===== config.mk =====
export PLATFORM = sky130hd
export DESIGN_NAME = instr_decode_stage
export DESIGN_NICKNAME = d
export VERILOG_FILES = /design/src/rtl/instr_decode_pkg.sv /design/src/rtl/instr_decode_stage_fifo.sv /design/src/rtl/instr_decode_stage.sv
export SDC_FILE = /design/constraint.sdc
export NUM_CORES = 1
export LEC_CHECK = 0
export CAP_MARGIN = 20
export CORE_ASPECT_RATIO = 1.2
export CORE_MARGIN = 2
export CORE_UTILIZATION = 30
export CTS_BUF_LIST = sky130_fd_sc_hd__clkbuf_8
export DETAILED_ROUTE_END_ITERATION = 10
export MAX_ROUTING_LAYER = met4
export SETUP_SLACK_MARGIN = 0.1
export SLEW_MARGIN = 20
export SYNTH_ARGS = -nofsm -noshare
export SYNTH_HDL_FRONTEND = slang
export SYNTH_SLANG_ARGS = --single-unit
export TNS_END_PERCENT = 30

===== constraint.sdc =====
create_clock -name clk -period 2.21 [get_ports clk]
set_clock_uncertainty 0.05 [all_clocks]
set_input_delay 0.3315 -clock clk [delete_from_list [all_inputs] [get_ports clk]]
set_output_delay 0.3315 -clock clk [all_outputs]
set_load 0.02 [all_outputs]

===== src/rtl/instr_decode_pkg.sv =====
// Shared encodings, field positions and slot layout for the decode stage.
// INSTR_DEC_ILLEGAL_EN enables undefined-encoding detection in decode().
package instr_decode_pkg;

  localparam int INSTR_W = 16;

  localparam logic [2:0] OPC_MOV  = 3'b110;
  localparam logic [2:0] OPC_ALU  = 3'b101;
  localparam logic [2:0] OPC_LDR  = 3'b011;
  localparam logic [2:0] OPC_STR  = 3'b100;
  localparam logic [2:0] OPC_HALT = 3'b111;

  localparam logic [1:0] OP_MOV_IMM = 2'b10;
  localparam logic [1:0] OP_MOV_REG = 2'b00;
  localparam logic [1:0] OP_NONE    = 2'b00;

  localparam int OPC_LSB   = 13;
  localparam int OP_LSB    = 11;
  localparam int RN_LSB    = 8;
  localparam int RD_LSB    = 5;
  localparam int SHIFT_LSB = 3;
  localparam int RM_LSB    = 0;

  typedef struct packed {
    logic [2:0] opcode;
    logic [1:0] op;
    logic [2:0] rn;
    logic [2:0] rd;
    logic [1:0] shift;
    logic [2:0] rm;
    logic [7:0] imm8;
    logic [4:0] imm5;
    logic       illegal;
  } decoded_t;

  function automatic logic is_legal(
    input logic [2:0] opc,
    input logic [1:0] op
  );
    case (opc)
      OPC_MOV:  is_legal = (op == OP_MOV_IMM) ||
                           (op == OP_MOV_REG);
      OPC_ALU:  is_legal = 1'b1;
      OPC_LDR,
      OPC_STR,
      OPC_HALT: is_legal = (op == OP_NONE);
      default:  is_legal = 1'b0;
    endcase
  endfunction

  function automatic decoded_t decode(
    input logic [INSTR_W-1:0] i
  );
    decoded_t d;
    d.opcode = i[OPC_LSB +: 3];
    d.op     = i[OP_LSB +: 2];
    d.rn     = i[RN_LSB +: 3];
    d.rd     = i[RD_LSB +: 3];
    d.shift  = i[SHIFT_LSB +: 2];
    d.rm     = i[RM_LSB +: 3];
    d.imm8   = i[7:0];
    d.imm5   = i[4:0];
`ifdef INSTR_DEC_ILLEGAL_EN
    d.illegal = !is_legal(d.opcode, d.op);
`else
    d.illegal = 1'b0;
`endif
    return d;
  endfunction

endpackage


===== src/rtl/instr_decode_stage_fifo.sv =====
// Circular instruction queue: storage, wrapping pointers and occupancy.
// Flush clears pointers and count; a full queue refuses pushes outright.
module instr_fifo #(
  parameter int DEPTH = 4,
  parameter int W     = 16
) (
  input  logic                         clk,
  input  logic                         rst,
  input  logic                         flush_i,
  input  logic                         push_i,
  input  logic                         pop_i,
  input  logic [W-1:0]                 wdata_i,
  output logic [W-1:0]                 rdata_o,
  output logic [$clog2(DEPTH+1)-1:0]   count_o
);

  localparam int CW = $clog2(DEPTH+1);
  localparam int PW = $clog2(DEPTH);

  logic [W-1:0]  mem_q [DEPTH];
  logic [PW-1:0] wptr_q, wptr_d;
  logic [PW-1:0] rptr_q, rptr_d;
  logic [CW-1:0] count_q, count_d;
  logic          push, pop;

  assign push = push_i && (count_q < CW'(DEPTH));
  assign pop  = pop_i && (count_q != '0);

  always_comb begin
    wptr_d  = wptr_q;
    rptr_d  = rptr_q;
    count_d = count_q;
    if (flush_i) begin
      wptr_d  = '0;
      rptr_d  = '0;
      count_d = '0;
    end else begin
      if (push) wptr_d = wptr_q + PW'(1);
      if (pop)  rptr_d = rptr_q + PW'(1);
      case ({push, pop})
        2'b10:   count_d = count_q + CW'(1);
        2'b01:   count_d = count_q - CW'(1);
        default: count_d = count_q;
      endcase
    end
  end

  always_ff @(posedge clk or posedge rst) begin
    if (rst) begin
      wptr_q  <= '0;
      rptr_q  <= '0;
      count_q <= '0;
    end else begin
      wptr_q  <= wptr_d;
      rptr_q  <= rptr_d;
      count_q <= count_d;
    end
  end

  always_ff @(posedge clk) begin
    if (push && !flush_i) mem_q[wptr_q] <= wdata_i;
  end

  assign rdata_o = mem_q[rptr_q];
  assign count_o = count_q;

endmodule


===== src/rtl/instr_decode_stage.sv =====
// Queued decode stage: FIFO head is decoded into a registered output slot.
// INSTR_DEC_ILLEGAL_EN enables the registered out_illegal flag.
module instr_decode_stage
  import instr_decode_pkg::*;
#(
  parameter int DATA_W = 16,
  parameter int DEPTH  = 4
) (
  input  logic                       clk,
  input  logic                       reset,
  input  logic                       flush,
  input  logic                       in_valid,
  output logic                       in_ready,
  input  logic [15:0]                in_instr,
  output logic                       out_valid,
  input  logic                       out_ready,
  output logic [2:0]                 out_opcode,
  output logic [1:0]                 out_op,
  output logic [1:0]                 out_aluop,
  output logic [1:0]                 out_shift,
  output logic [2:0]                 out_rn,
  output logic [2:0]                 out_rd,
  output logic [2:0]                 out_rm,
  output logic [DATA_W-1:0]          out_imm8,
  output logic [DATA_W-1:0]          out_imm5,
  output logic                       out_illegal,
  output logic [$clog2(DEPTH+1)-1:0] count
);

  localparam int CW = $clog2(DEPTH+1);

  logic [INSTR_W-1:0] head;
  logic               load;
  logic               valid_q, valid_d;
  decoded_t           slot_q, slot_d;

  instr_fifo #(.DEPTH(DEPTH), .W(INSTR_W)) u_fifo (
    .clk     (clk),
    .rst     (reset),
    .flush_i (flush),
    .push_i  (in_valid),
    .pop_i   (load),
    .wdata_i (in_instr),
    .rdata_o (head),
    .count_o (count)
  );

  assign in_ready = (count < CW'(DEPTH));
  assign load = !flush && (count != '0) &&
                (!valid_q || out_ready);

  always_comb begin
    valid_d = valid_q;
    slot_d  = slot_q;
    if (flush) begin
      valid_d = 1'b0;
    end else if (load) begin
      valid_d = 1'b1;
      slot_d  = decode(head);
    end else if (out_ready) begin
      valid_d = 1'b0;
    end
  end

  always_ff @(posedge clk or posedge reset) begin
    if (reset) begin
      valid_q <= 1'b0;
      slot_q  <= '0;
    end else begin
      valid_q <= valid_d;
      slot_q  <= slot_d;
    end
  end

  assign out_valid   = valid_q;
  assign out_opcode  = slot_q.opcode;
  assign out_op      = slot_q.op;
  assign out_aluop   = slot_q.op;
  assign out_shift   = slot_q.shift;
  assign out_rn      = slot_q.rn;
  assign out_rd      = slot_q.rd;
  assign out_rm      = slot_q.rm;
  assign out_imm8    = {{(DATA_W-8){slot_q.imm8[7]}}, slot_q.imm8};
  assign out_imm5    = {{(DATA_W-5){slot_q.imm5[4]}}, slot_q.imm5};
  assign out_illegal = slot_q.illegal;

endmodule


## Word level (Yosys, flattened, before mapping)

Memories as Yosys holds them, arrays and structs flattened.
Cells that the tools add are included.

| word-level totals | value |
|---|---|
| bits in latches | 0 |
| memory bits (read-only) | 0 |
| bits in registers | 37 |
| output and inout bits | 56 |
| memory bits (writable) | 64 |
| word-level logic and storage cells | 46 |
| memories kept | 1 |

| operators by class | value |
|---|---|
| shift operators | 0 |
| multiply operators | 0 |
| add/sub/neg operators | 4 |
| multiplexer cells | 11 |
| bitwise operators | 1 |
| order comparisons | 1 |
| divide/modulo/power cells | 0 |
| reductions and logical operators | 14 |
| eq/ne operators | 2 |

Memories:

| memory | words | bits a word | read ports | clocked after memory_dff | wr ports | line | text |
|---|---|---|---|---|---|---|---|
| u_fifo.mem_q | 4 | 16 | 1 | 0 | 1 | instr_decode_stage_fifo.sv:20 | `logic [W-1:0] mem_q [DEPTH];` |

Operator list:

| kind | count |
|---|---|
| nonzero test 3 bit | 3 |
| two-way mux 2 bit | 4 |
| one-hot mux 3 bit (2 select lines) | 1 |
| logical AND 1 bit | 5 |
| two-way mux 1 bit | 5 |
| adder 2 x 1 -> 2 bit (second input constant) | 2 |
| nonzero test 2 bit | 2 |
| adder 3 x 1 -> 3 bit (second input constant) | 1 |
| < comparator 3 bit (second input constant) | 1 |
| two-way mux 3 bit | 1 |
| subtractor 3 x 1 -> 3 bit (second input constant) | 1 |
| == test 2 x 1 -> 1 bit (second input constant) | 1 |
| == test 2 bit (second input constant) | 1 |
| logical NOT 1 bit | 2 |
| AND reduction 2 bit | 1 |
| logical OR 1 bit | 1 |
| inverter 1 bit | 1 |

## Depth between registers and ports, before layout

| logic depth | value |
|---|---|
| depth after elaboration | 7 |
| mapped depth | 7 |

## By module

Synthesis repeated with hierarchy kept, for this count alone.

| second synthesis, totals | value |
|---|---|
| cell total of the unflattened synthesis | 220 |
| area, all modules | 3819.9 um^2 |

By module, submodules not included:

| module | cells each | instances | area each (um^2) |
|---|---|---|---|
| instr_fifo | 144 | 1 | 2889.0 |
| instr_decode_stage | 76 | 1 | 930.9 |

## Least setup slack after synthesis

Ideal clock, no wire load.

| timing path | value |
|---|---|
| path type | register to register |
| from | register u_fifo.count_q[0], in the netlist u_fifo.count_o[0] |
| to | register u_fifo.count_q[2], in the netlist u_fifo.count_o[2] |
| data arrival time | 2.244 ns |
| path slack | -0.166 ns |
| clock period less this slack | 2.376 ns |
| data required time | 2.078 ns |
| stages on the path, launching flop included | 8 |
| cells stage by stage | dfrtp_1 nor3_4 nor3_4 buf_6 and2_1 fa_1 or4_1 a31oi_1 |

| on the way | value |
|---|---|
| word-level cells in the longest chain between the ends | 7 |

Ends and longest elaborated chain:

| item | line | text |
|---|---|---|
| start, declared | instr_decode_stage_fifo.sv:23 | `logic [CW-1:0] count_q, count_d;` |
| start signal, assigned | instr_decode_stage_fifo.sv:56 | `count_q <= count_d;` |
| parallel branches: the longest is 7 deep, another holds < comparator 3 bit | - |  |

Parallel ways; which one is timed is not known.
A chain may end at the register's enable or synchronous reset.

## Final worst setup path

Ends and elaborated chain as after synthesis.

==> flow_metrics.env <==
export IMPL_leakage_nw=1.72
export IMPL_hold_viol_final=0
export IMPL_synth_top_cell_area_share_pct=50.9
export IMPL_yosys_area_top_type="sky130_fd_sc_hd__edfxtp_1"
export IMPL_postRouteWirelength_um=6610
export IMPL_syn_area_mm2=0.00378
export IMPL_grt_pass1_vias=1842
export IMPL_finalInstanceArea_mm2=0.00477
export IMPL_grt_ovfl_total=0
export IMPL_synth_nets=232
export IMPL_combinationalPowerShare_pct=44.5
export IMPL_timing_critical_path_required_ns=2.44
export IMPL_final_period_utilization_pct=93.1
export IMPL_area_delta_synth_final_pct=26.4
export IMPL_vias_per_cell=4.28
export IMPL_synth_area_leaders="sky130_fd_sc_hd__edfxtp_1 51%, sky130_fd_sc_hd__dfrtp_1 16%, sky130_fd_sc_hd__buf_4 7.0%, sky130_fd_sc_hd__mux4_1 5.6%, sky130_fd_sc_hd__mux4_2 4.8%"
export IMPL_cts_max_path_buffers=2
export IMPL_design_core_area_mm2=0.0122
export IMPL_syn_area_cell_um2=18.3
export IMPL_rsz0062_at_grt="true"
export IMPL_netSwitchingPower_mw=2.03
export IMPL_postCtsSetupBuffers=0
export IMPL_placed_area_mm2=0.00456
export IMPL_synthesis_yosys_warnings=0
export IMPL_switching_share_pct=33.1
export IMPL_dieArea_mm2=0.0135
export IMPL_io_pins=77
export IMPL_final_critical_path_setup_slack_ns=0.152
export IMPL_postSynth_asyncResetShare_pct=27.3
export IMPL_layout_common_cells="75 x sky130_fd_sc_hd__clkdlybuf4s50_1, 64 x sky130_fd_sc_hd__edfxtp_1, 21 x sky130_fd_sc_hd__dfrtp_1, 18 x sky130_fd_sc_hd__buf_4, 11 x sky130_fd_sc_hd__clkbuf_8"
export IMPL_syn_instance_count=206
export IMPL_finish_net_count=296
export IMPL_worstSkewPairLatency_ns=0.36
export IMPL_num_fill_cells=1110
export IMPL_critical_path_type="flop to flop"
export IMPL_run_status="finished clean"
export IMPL_place_detailed_hpwl_um=4370
export IMPL_placer_congestion=0.813
export IMPL_synth_main_ff_cell="sky130_fd_sc_hd__edfxtp_1"
export IMPL_grt_start_max_net_pins=25
export IMPL_layout_drive_gt1_share_pct=24.0
export IMPL_report_power_total_mw=6.14
export IMPL_die_height_um=127
export IMPL_total_number_of_placement_rows=44
export IMPL_worst_setup_path_start_kind="flop"
export IMPL_dr_pass1_iters=4
export IMPL_cts_tree="built"
export IMPL_drt_initial_drc_count=71
export IMPL_antenna_cells_inserted=0
export IMPL_power_clock_fraction_pct=18.0
export IMPL_hold_path_class="primary input to async pin"
export IMPL_mostFrequentLayoutCell="sky130_fd_sc_hd__clkdlybuf4s50_1"
export IMPL_io_buffers=75
export IMPL_drc=0
export IMPL_max_clock_freq_mhz=486
export IMPL_finalNonFillerCells=436
export IMPL_proportion_of_power_drawn_by_flip_flops_and_latches_pct=37.5
export IMPL_h_tree_depth=3
export IMPL_drv_cap=0
export IMPL_power_internal_mw=4.10
export IMPL_wire_length_of_the_first_global_routing_pass_um=10000
export IMPL_cts_sinks=88
export IMPL_worstPathMaxFanout=5
export IMPL_number_of_buffers_added_by_the_clock_tree_synthesis_step=9
export IMPL_initial_core_util_pct=31.0
export IMPL_post_place_cells=418
export IMPL_synth_yosys_seq_area_share_pct=66.8
export IMPL_period_minus_slack_ns=2.06
export IMPL_synth_lib_cells_used_distinct=31
export IMPL_antenna_found_initial=0
export IMPL_routed_via_count=1864
export IMPL_crit_arrival_ns=2.29
export IMPL_post_route_ant_nets=0
export IMPL_drt_wirelength_per_cell_um=15.2
export IMPL_setup_viol=0
export IMPL_synth_enable_flop_cells=64
export IMPL_final_max_slew_violation_count=0
export IMPL_yosys_register_bits=88
export IMPL_holdBufCountCts=0
export IMPL_pre_cts_ws_ns=-0.0775
export IMPL_root_buffer="sky130_fd_sc_hd__clkbuf_8"
export IMPL_clkTransAtPathRegs_ns=0.08
export IMPL_critical_path_endpoint_type="flop"
export IMPL_total_power_divided_by_cell_area_mw_per_mm2=1290
export IMPL_grtUsageTotal_pct=10.5
export IMPL_post_cts_resized_instances=0
export IMPL_fin_util_pct=39.2
export IMPL_ir_drop_mv=0.477
export IMPL_die_width_um=106
## through the flow
step | hold WS, ns | TNS, ns
after floorplan | 0.296 | -0.00797
after global placement | 0.445 | -0.0282
after detailed placement | 0.453 | -0.0775
after CTS | 0.294 | 0
after global routing | 0.323 | 0
final | 0.281 | 0
## cell usage after synthesis, types with 2 or more instances
master / instances
sky130_fd_sc_hd__mux2_2: 9
sky130_fd_sc_hd__nand2b_1: 4
sky130_fd_sc_hd__mux4_1: 8
sky130_fd_sc_hd__inv_1: 4
sky130_fd_sc_hd__nor2_1: 6
sky130_fd_sc_hd__nor3_4: 2
sky130_fd_sc_hd__dfrtp_1: 24
sky130_fd_sc_hd__buf_4: 35
sky130_fd_sc_hd__ha_1: 4
sky130_fd_sc_hd__edfxtp_1: 64
sky130_fd_sc_hd__mux2_4: 8
sky130_fd_sc_hd__nand2_1: 3
sky130_fd_sc_hd__mux2i_1: 3
sky130_fd_sc_hd__o21ai_0: 2
sky130_fd_sc_hd__and2_1: 5
sky130_fd_sc_hd__xnor2_1: 2
sky130_fd_sc_hd__buf_6: 2
sky130_fd_sc_hd__mux4_2: 8
## registers in the layout, summed over array words and instances (netlist names)
name / flops
u_fifo.mem_q: 64
out_opcode: 3
out_rd: 3
out_rn: 3
u_fifo.count_o: 3
out_aluop: 2
out_imm8: 2
out_rm: 2
u_fifo.rptr_q: 2
u_fifo.wptr_q: 2
out_shift: 1
out_valid: 1
## layout make-up
| class | count | area, um2 | share of cell area (%) |
|---|---|---|---|
| tap | 161 | 201 | 4.22 |
| clock buffer | 11 | 151 | 3.17 |
| clock inverter | 5 | 48.8 | 1.02 |
| sequential | 88 | 2530 | 52.9 |
| multi-input combinational | 73 | 926 | 19.4 |
| timing repair buffer | 94 | 906 | 19.0 |
| inverter | 4 | 15.0 | 0.314 |
## kinds of logic after synthesis
logic type      Yosys count  synth area share (%)
fa+ha+maj                 5                  1.86
simple gates             24                  4.11
buf+inv                  45                  8.81
flops                    88                  66.8
compound gates            5                 0.861
xor+xnor                  2                 0.464
other cells               1                0.0993
mux                      36                  17.0
## metal layers
metal,GRT usage [%],vias up,routed length [um],part of all wire (%)
met4,5.35,0,145,2.2
met1,11.9,928,2700,41
met5,-,-,0,0
li1,-,864,-,-
met3,2.57,15,327,4.9
met2,17.4,57,3440,52
## power by group through the flow
stage                     combinational, mW  clock, mW  sequential, mW
after floorplan                        1.76          0            2.50
after global placement                 2.72          0            2.34
after detailed placement               2.73          0            2.35
after CTS                              2.73       1.15            2.32
after global routing                   2.89       1.21            2.35
final                                  2.73       1.11            2.30
## path summary, 6_finish.rpt
kind / startpoint / to / slack, ns / cells after the start
worst max register to register: u_fifo.count_o[0]$_DFFE_PP0P_ / u_fifo.count_o[2]$_DFFE_PP0P_ / 0.15 / 6
worst min register to register: out_opcode[0]$_DFFE_PP0P_ / out_opcode[0]$_DFFE_PP0P_ / 0.47 / 1
worst min-delay path: reset / out_imm8[4]$_DFFE_PP0P_ / 0.28 / 3
min in group clk: out_opcode[0]$_DFFE_PP0P_ / out_opcode[0]$_DFFE_PP0P_ / 0.47 / 1
worst max-delay path: u_fifo.count_o[0]$_DFFE_PP0P_ / u_fifo.count_o[2]$_DFFE_PP0P_ / 0.15 / 6
max in group asynchronous: reset / u_fifo.count_o[0]$_DFFE_PP0P_ / 1.55 / 3
## critical path, cell delays in order, from the launching register on
cell and delay [ns]:
sky130_fd_sc_hd__dfrtp_2 0.45, sky130_fd_sc_hd__nor3_4 0.27, sky130_fd_sc_hd__nor3_4 0.08, sky130_fd_sc_hd__and2_4 0.16
sky130_fd_sc_hd__fa_2 0.35, sky130_fd_sc_hd__or4_1 0.47, sky130_fd_sc_hd__a31oi_1 0.15
(Power assumes the default switching activity.)
